File: config.mk
export PLATFORM = sky130hd
export DESIGN_NAME = keypad_entry_ctrl_flat
export DESIGN_NICKNAME = d
export VERILOG_FILES = /design/src/rtl/keypad_entry_ctrl_if.sv /design/src/rtl/keypad_entry_ctrl.sv /design/src/flat_wrapper.sv
export SDC_FILE = /design/constraint.sdc
export NUM_CORES = 1
export LEC_CHECK = 0
export ABC_AREA = 1
export CORE_MARGIN = 1.5
export CORE_UTILIZATION = 33
export CTS_BUF_LIST = sky130_fd_sc_hd__clkbuf_2 sky130_fd_sc_hd__clkbuf_4 sky130_fd_sc_hd__clkbuf_8
export CTS_CLUSTER_SIZE = 8
export DETAILED_ROUTE_END_ITERATION = 16
export PLACE_DENSITY = 0.56
export SYNTH_ARGS = -nofsm -noshare
export SYNTH_HDL_FRONTEND = slang
export SYNTH_SLANG_ARGS = --single-unit
File: constraint.sdc
create_clock -name clk -period 3.13 [get_ports clk]
set_input_delay 0.313 -clock clk [delete_from_list [all_inputs] [get_ports clk]]
set_output_delay 0.313 -clock clk [all_outputs]
set_load 0.1 [all_outputs]
File: src/rtl/keypad_entry_ctrl_if.sv
// keypad_entry_ctrl_if: key scanner input, command handshake and display/status signals
interface keypad_entry_ctrl_if;
  logic        key_valid;
  logic [3:0]  key_value;
  logic        cmd_ready;
  logic        cmd_valid;
  logic [3:0]  cmd_op;
  logic [15:0] cmd_operand;
  logic [15:0] entry_bcd;
  logic [2:0]  digit_cnt;
  logic        overflow;
  logic        err;
  logic        timeout;
  modport master (
    output key_valid, key_value, cmd_ready,
    input  cmd_valid, cmd_op, cmd_operand, entry_bcd, digit_cnt, overflow, err, timeout
  );
  modport slave (
    input  key_valid, key_value, cmd_ready,
    output cmd_valid, cmd_op, cmd_operand, entry_bcd, digit_cnt, overflow, err, timeout
  );
endinterface

File: src/rtl/keypad_entry_ctrl.sv
// keypad_entry_ctrl: debounced keypad entry of a 4-digit BCD operand plus operator, issued as a command
module keypad_entry_ctrl #(
  parameter int DEBOUNCE_CYCLES = 16,
  parameter int TIMEOUT_CYCLES  = 1000
) (
  input logic clk,
  input logic reset_p,
  keypad_entry_ctrl_if.slave kp
);
  localparam int DW = $clog2(DEBOUNCE_CYCLES + 1);
  localparam int TW = $clog2(TIMEOUT_CYCLES + 1);
  localparam logic [DW-1:0] DMAX  = DW'(DEBOUNCE_CYCLES);
  localparam logic [TW-1:0] TLAST = TW'(TIMEOUT_CYCLES - 1);
  typedef enum logic [1:0] {IDLE, ENTRY, CMD} state_t;
  state_t state;
  logic [DW-1:0] press_cnt, rel_cnt, press_nxt, rel_nxt;
  logic [TW-1:0] timer;
  logic [3:0] last_val, ev_code, op;
  logic last_valid, blocked, started, ev, ev_nxt, same, is_digit, is_op;
  always_comb begin
    same      = last_valid && kp.key_value == last_val;
    press_nxt = !kp.key_valid ? '0 : !same ? DW'(1) : press_cnt == DMAX ? DMAX : press_cnt + 1'b1;
    rel_nxt   = kp.key_valid ? '0 : rel_cnt == DMAX ? DMAX : rel_cnt + 1'b1;
    ev_nxt    = started && !blocked && press_nxt == DMAX;
    is_digit  = ev_code <= 4'd9;
    is_op     = ev_code == 4'ha || ev_code == 4'hb || ev_code == 4'hd || ev_code == 4'he;
  end
  // blocked starts clear (release already stable); a key held as reset drops is blocked on the first cycle
  always_ff @(posedge clk or posedge reset_p)
    if (reset_p) begin
      press_cnt  <= '0;
      rel_cnt    <= '0;
      last_val   <= '0;
      last_valid <= 1'b0;
      blocked    <= 1'b0;
      started    <= 1'b0;
      ev         <= 1'b0;
      ev_code    <= '0;
    end else begin
      press_cnt  <= press_nxt;
      rel_cnt    <= rel_nxt;
      last_val   <= kp.key_value;
      last_valid <= kp.key_valid;
      started    <= 1'b1;
      ev         <= ev_nxt;
      ev_code    <= kp.key_value;
      blocked    <= (ev_nxt || (!started && kp.key_valid)) ? 1'b1 : rel_nxt == DMAX ? 1'b0 : blocked;
    end
  always_ff @(posedge clk or posedge reset_p)
    if (reset_p) begin
      state          <= IDLE;
      op             <= '0;
      timer          <= '0;
      kp.cmd_valid   <= 1'b0;
      kp.cmd_op      <= '0;
      kp.cmd_operand <= '0;
      kp.entry_bcd   <= '0;
      kp.digit_cnt   <= '0;
      kp.overflow    <= 1'b0;
      kp.err         <= 1'b0;
      kp.timeout     <= 1'b0;
    end else begin
      kp.overflow <= 1'b0;
      kp.err      <= 1'b0;
      kp.timeout  <= 1'b0;
      case (state)
        IDLE: if (ev) begin
          if (is_digit) begin
            kp.entry_bcd <= {12'h000, ev_code};
            kp.digit_cnt <= 3'd1;
            timer        <= '0;
            state        <= ENTRY;
          end else if (is_op) op <= ev_code;
          else if (ev_code == 4'hf) kp.err <= 1'b1;
          else if (ev_code == 4'hc) op <= '0;
        end
        ENTRY: if (ev) begin
          timer <= '0;
          if (is_digit) begin
            if (kp.digit_cnt == 3'd4) kp.overflow <= 1'b1;
            else begin
              kp.entry_bcd <= {kp.entry_bcd[11:0], ev_code};
              kp.digit_cnt <= kp.digit_cnt + 3'd1;
            end
          end else if (is_op) op <= ev_code;
          else if (ev_code == 4'hf) begin
            kp.cmd_valid   <= 1'b1;
            kp.cmd_op      <= op;
            kp.cmd_operand <= kp.entry_bcd;
            state          <= CMD;
          end else if (ev_code == 4'hc) begin
            kp.entry_bcd <= '0;
            kp.digit_cnt <= '0;
            op           <= '0;
            state        <= IDLE;
          end
        end else if (timer == TLAST) begin
          kp.entry_bcd <= '0;
          kp.digit_cnt <= '0;
          op           <= '0;
          timer        <= '0;
          kp.timeout   <= 1'b1;
          state        <= IDLE;
        end else timer <= timer + 1'b1;
        CMD: if (kp.cmd_ready) begin
          kp.cmd_valid <= 1'b0;
          kp.entry_bcd <= '0;
          kp.digit_cnt <= '0;
          op           <= '0;
          state        <= IDLE;
        end
        default: state <= IDLE;
      endcase
    end
endmodule
File: src/flat_wrapper.sv
// flat-port wrapper written by rule: the top's interface ports become plain ports
module keypad_entry_ctrl_flat 
#(
  parameter int DEBOUNCE_CYCLES = 16,
  parameter int TIMEOUT_CYCLES  = 1000
)
  (clk, reset_p, kp_key_valid, kp_key_value, kp_cmd_ready, kp_cmd_valid, kp_cmd_op, kp_cmd_operand, kp_entry_bcd, kp_digit_cnt, kp_overflow, kp_err, kp_timeout);
  keypad_entry_ctrl_if kp_i ();
  input logic clk;
  input logic reset_p;
  input wire logic [$bits(kp_i.key_valid)-1:0] kp_key_valid;
  input wire logic [$bits(kp_i.key_value)-1:0] kp_key_value;
  input wire logic [$bits(kp_i.cmd_ready)-1:0] kp_cmd_ready;
  output wire logic [$bits(kp_i.cmd_valid)-1:0] kp_cmd_valid;
  output wire logic [$bits(kp_i.cmd_op)-1:0] kp_cmd_op;
  output wire logic [$bits(kp_i.cmd_operand)-1:0] kp_cmd_operand;
  output wire logic [$bits(kp_i.entry_bcd)-1:0] kp_entry_bcd;
  output wire logic [$bits(kp_i.digit_cnt)-1:0] kp_digit_cnt;
  output wire logic [$bits(kp_i.overflow)-1:0] kp_overflow;
  output wire logic [$bits(kp_i.err)-1:0] kp_err;
  output wire logic [$bits(kp_i.timeout)-1:0] kp_timeout;
  assign kp_i.key_valid = kp_key_valid;
  assign kp_i.key_value = kp_key_value;
  assign kp_i.cmd_ready = kp_cmd_ready;
  assign kp_cmd_valid = kp_i.cmd_valid;
  assign kp_cmd_op = kp_i.cmd_op;
  assign kp_cmd_operand = kp_i.cmd_operand;
  assign kp_entry_bcd = kp_i.entry_bcd;
  assign kp_digit_cnt = kp_i.digit_cnt;
  assign kp_overflow = kp_i.overflow;
  assign kp_err = kp_i.err;
  assign kp_timeout = kp_i.timeout;
  keypad_entry_ctrl #(.DEBOUNCE_CYCLES(DEBOUNCE_CYCLES), .TIMEOUT_CYCLES(TIMEOUT_CYCLES)) u_core (.clk(clk), .reset_p(reset_p), .kp(kp_i));
endmodule
==> tab_implementation.tex <==
\begin{tabular}{lr}
\hline
Metric & Value \\
\hline
\multicolumn{2}{l}{\textbf{Status}} \\
Outcome & finished, final reports clean \\
\multicolumn{2}{l}{\textbf{Timing}} \\
RSZ-0062 raised after global routing & false \\
Period utilization & 73.1\% \\
Endpoints failing setup & 0 \\
Slew at the pin closest to its max-slew limit & 985 ps \\
Pins over their slew limit & 0 \\
Final hold violation count & 0 \\
Maximum clock rate & roughly 440 MHz \\
Fin Setup TNS & 0 ps \\
Period minus WS final & between 2000 and 2500 ps \\
Relative slew slack & 34.1\% \\
Setup Skew & 11.4 ps \\
\multicolumn{2}{l}{\textbf{Global routing}} \\
Global-route wire length before repair & $\sim$14000 um \\
Gr ovfl total & 0 \\
Pin count of the biggest net entering global routing & 54 \\
Overall fraction of global-route tracks in use & 14.8\% \\
Number of antenna violations at the first check in global routing & 0 \\
Vias in the first global route & roughly 2800 \\
\multicolumn{2}{l}{\textbf{Route}} \\
Final routed DRC violation total & 0 \\
Routed Wire Length & 7950 um \\
Vias post-DR & between 2000 and 3000 \\
Post-route ant nets & 0 \\
Via-to-Cell Ratio & about 4.6 \\
Initial DRC count & 117 \\
Average wire length per cell after detail routing & between 10 and 15 um \\
Total iterations of the first detailed-routing run & 4 \\
\multicolumn{2}{l}{\textbf{Setup path}} \\
Slowest-stage cell, CP & sky130\_fd\_sc\_hd\_\_clkdlybuf4s50\_1 \\
Length in cells of the worst reg-to-reg path & 9 \\
Total number of cells along the worst setup path & 1 \\
Crit end category & primary output \\
Capture instance of the worst register-to-register path & u\_core.kp.entry\_bcd[1]\$\_DFFE\_PP0P\_ \\
Endpoint of the worst setup timing path & kp\_digit\_cnt[2] \\
Crit path from & u\_core.kp.digit\_cnt[2]\$\_DFFE\_PP0P\_ \\
Worst EP arrival & between 1500 and 2000 ps \\
Register-to-Register Setup Slack & 1220 ps \\
Worst Path Buf+Inv & 1 \\
Crit-path cells & clkdlybuf4s50\_1 \\
Stage delay of the slowest cell on the critical path & 1170 ps \\
Crit-path leading delay family & buffers and inverters \\
Worst reg2reg startpoint & u\_core.state[1]\$\_DFFE\_PP0P\_ \\
Critical Setup Path Class & flop to primary output \\
Startpoint kind of the worst setup timing path & flop \\
Maximum fanout count along the critical path & 4 \\
CP Data Required Time & between 2000 and 3000 ps \\
\multicolumn{2}{l}{\textbf{Logic synthesis}} \\
Gate Count Post-Synth & around 450 \\
Number of warnings reported in the yosys synthesis log & 0 \\
Dominant cell type by area after synthesis & sky130\_fd\_sc\_hd\_\_dfrtp\_1 \\
Fraction of the yosys area taken by sequential cells & between 50\% and 60\% \\
Top-count cell post-synth & sky130\_fd\_sc\_hd\_\_nand2\_1 \\
Number of enable flip-flop cells after synthesis & 0 \\
Adder-Cell Fraction of Synth Area & 3.70\% \\
Combinational family with the most area after synthesis & simple AND/OR/NAND/NOR gates \\
Syn Nets & between 400 and 500 \\
Summed instance area of the synthesized netlist & 0.00372 sq mm \\
Post-synthesis cell type count & 31 \\
Simple-Gate Fraction of Synth Area & 25.2\% \\
Post-Synthesis Mean Instance Area & 8.28 sq um \\
Proportion of register bits with asynchronous set or reset after synthesis & 100\% \\
Multiplexer fraction of the synthesized cell area & 0\% \\
Number of register bits inferred by synthesis & 77 \\
Area share of xor/xnor cells in the synthesized design & 0.707\% \\
Most instantiated flip-flop cell in the synthesis netlist & sky130\_fd\_sc\_hd\_\_dfrtp\_1 \\
Area share of the largest cell type after synthesis & about 52\% \\
Synthesized-area fraction occupied by ao, oa, aoi and oai cells & 9.39\% \\
Most common library cells after synthesis & sky130\_fd\_sc\_hd\_\_nand2\_1, sky130\_fd\_sc\_hd\_\_dfrtp\_1, sky130\_fd\_sc\_hd\_\_inv\_1, sky130\_fd\_sc\_hd\_\_nor2\_1, sky130\_fd\_sc\_hd\_\_nand3\_1 \\
Cell types occupying the most area after synthesis & sky130\_fd\_sc\_hd\_\_dfrtp\_1, sky130\_fd\_sc\_hd\_\_nand2\_1, sky130\_fd\_sc\_hd\_\_inv\_1, sky130\_fd\_sc\_hd\_\_nor2\_1, sky130\_fd\_sc\_hd\_\_nand3\_1 \\
\multicolumn{2}{l}{\textbf{Clock tree}} \\
Number of sinks driven by the clock tree & 77 \\
Number of hold buffers added after cts & 0 \\
Clock transition at the register clock pins on the worst setup and hold paths after CTS & 90 ps \\
Clock latency on the worst-skew pair & 370 ps \\
Total CTS buffers & 9 \\
CTS tree & done \\
CTS Buffer Depth & 2 \\
CTS H-tree lvls & 3 \\
Buffer type at the clock tree root & sky130\_fd\_sc\_hd\_\_clkbuf\_8 \\
Setup Buffers After CTS & 0 \\
Post-cts sizing count & 0 \\
\multicolumn{2}{l}{\textbf{Placement}} \\
Global placer's final weighted congestion & 0.772 \\
Count of input and output buffers & 50 \\
Detailed Place HPWL & 5880 um \\
\multicolumn{2}{l}{\textbf{Floorplanning}} \\
Initial cell density of the core & 34.1\% \\
Area of the die & between 0.01 and 0.015 sq mm \\
Placement Rows & 38 \\
Count of boundary I/O pins & 51 \\
Vertical die dimension & 109 um \\
Core ar. & 0.0109 sq mm \\
Width of the chip & 109 um \\
\multicolumn{2}{l}{\textbf{Cells and area}} \\
Final net count & between 500 and 600 \\
Layout overhead on the synthesized area & 22.5\% \\
Ant. Diodes & 0 \\
Share of layout cells above drive strength 1 & under 10\% \\
\multicolumn{2}{l}{\textbf{Power}} \\
Reported leakage power & $\sim$2.3 nW \\
PwrDens & just over 400 mW/mm\^{}2 \\
Worst vdd ir & 0.199 mV \\
Power after layout & 1.87 mW \\
\multicolumn{2}{l}{\textbf{Hold path}} \\
Worst min path class & primary input to async pin \\
\multicolumn{2}{l}{\textbf{Job}} \\
\# Max-Cap Violations & 0 \\
\hline
\end{tabular}
## area by class of cell
type / instances / area [sq um]
fillers: 1151 / 6330
flip-flops and latches: 77 / 1930
multi-input cells: 291 / 1450
repair buffers: 51 / 520
inverters: 73 / 275
well taps: 140 / 175
clock buffers: 10 / 131
clock inverters: 6 / 70.1
## how the worst min path moves through the flow
stage	endpoint	startpoint	slack, ps	depth (start not counted)
after floorplan	u_core.last_val[0]$_DFF_PP0_	kp_key_value[0]	340	0
after global placement	u_core.kp.cmd_operand[12]$_DFFE_PP0P_	u_core.kp.cmd_operand[12]$_DFFE_PP0P_	450	2
after detailed placement	u_core.kp.cmd_operand[14]$_DFFE_PP0P_	u_core.kp.cmd_operand[14]$_DFFE_PP0P_	460	2
after CTS	u_core.press_cnt[2]$_DFF_PP0_	reset_p	340	2
after global routing	u_core.press_cnt[2]$_DFF_PP0_	reset_p	410	2
final	u_core.press_cnt[2]$_DFF_PP0_	reset_p	330	2
## stage by stage
stage	cell area, sq um	hold WS [ps]	worst slack, ps	utilization (%)	std cells
floorplan	3720	344	850	-	449
global placement	4350	454	1200	40.0	632
detailed placement	4350	459	1160	40.0	632
CTS	4550	343	827	41.8	648
global route	4550	406	781	41.8	648
finish	4550	335	841	41.8	648
## metal layers
layer / vias to the layer above / track usage, % / wire length [um]
met5: - / 0 / 0
met4: 0 / 5.36 / 101
met3: 10 / 4.24 / 437
met2: 58 / 23.6 / 3660
met1: 1397 / 19.0 / 3750
li1: 1526 / - / -
## power breakdown
group	internal (mW)	switching [mW]	leakage, nW	total [mW]
Sequential	1.00	0.00945	0.973	1.01
Clock	0.383	0.393	0.0929	0.775
Combinational	0.0266	0.0542	1.19	0.0807
## state kept, by name (all words and copies together), names as in the netlist, 2 cells and up
| name | flops |
|---|---|
| u_core.kp.cmd_operand | 16 |
| u_core.kp.entry_bcd | 16 |
| u_core.timer | 10 |
| u_core.press_cnt | 5 |
| u_core.rel_cnt | 5 |
| u_core.kp.cmd_op | 4 |
| u_core.last_val | 4 |
| u_core.op | 4 |
| u_core.kp.digit_cnt | 3 |
| u_core.state | 2 |
## cell usage in the layout (no fill, tap or decap), drive strengths merged
| cell type | n |
|---|---|
| a211oi | 1 |
| a21boi | 1 |
| a21oi | 14 |
| a31oi | 1 |
| buf | 1 |
| bufinv | 1 |
| clkbuf | 10 |
| clkdlybuf4s50 | 50 |
| clkinv | 1 |
| clkinvlp | 3 |
| conb | 1 |
| dfrtp | 77 |
| ha | 11 |
| inv | 74 |
| nand2 | 117 |
| nand3 | 33 |
| nand4 | 10 |
| nor2 | 44 |
| nor3 | 4 |
| nor4 | 1 |
| o21ai | 48 |
| o21bai | 1 |
| o22ai | 1 |
| xor2 | 3 |
## cell families (layout without fill, tap and decap cells)
kind of cell    count (synthesis)  in the layout
simple gates                  209            209
flops                          77             77
buf+inv                        81            140
compound gates                 67             67
fa+ha+maj                      11             11
other cells                     1              1
xor+xnor                        3              3
No activity file was read; power rests on OpenSTA's default activity.
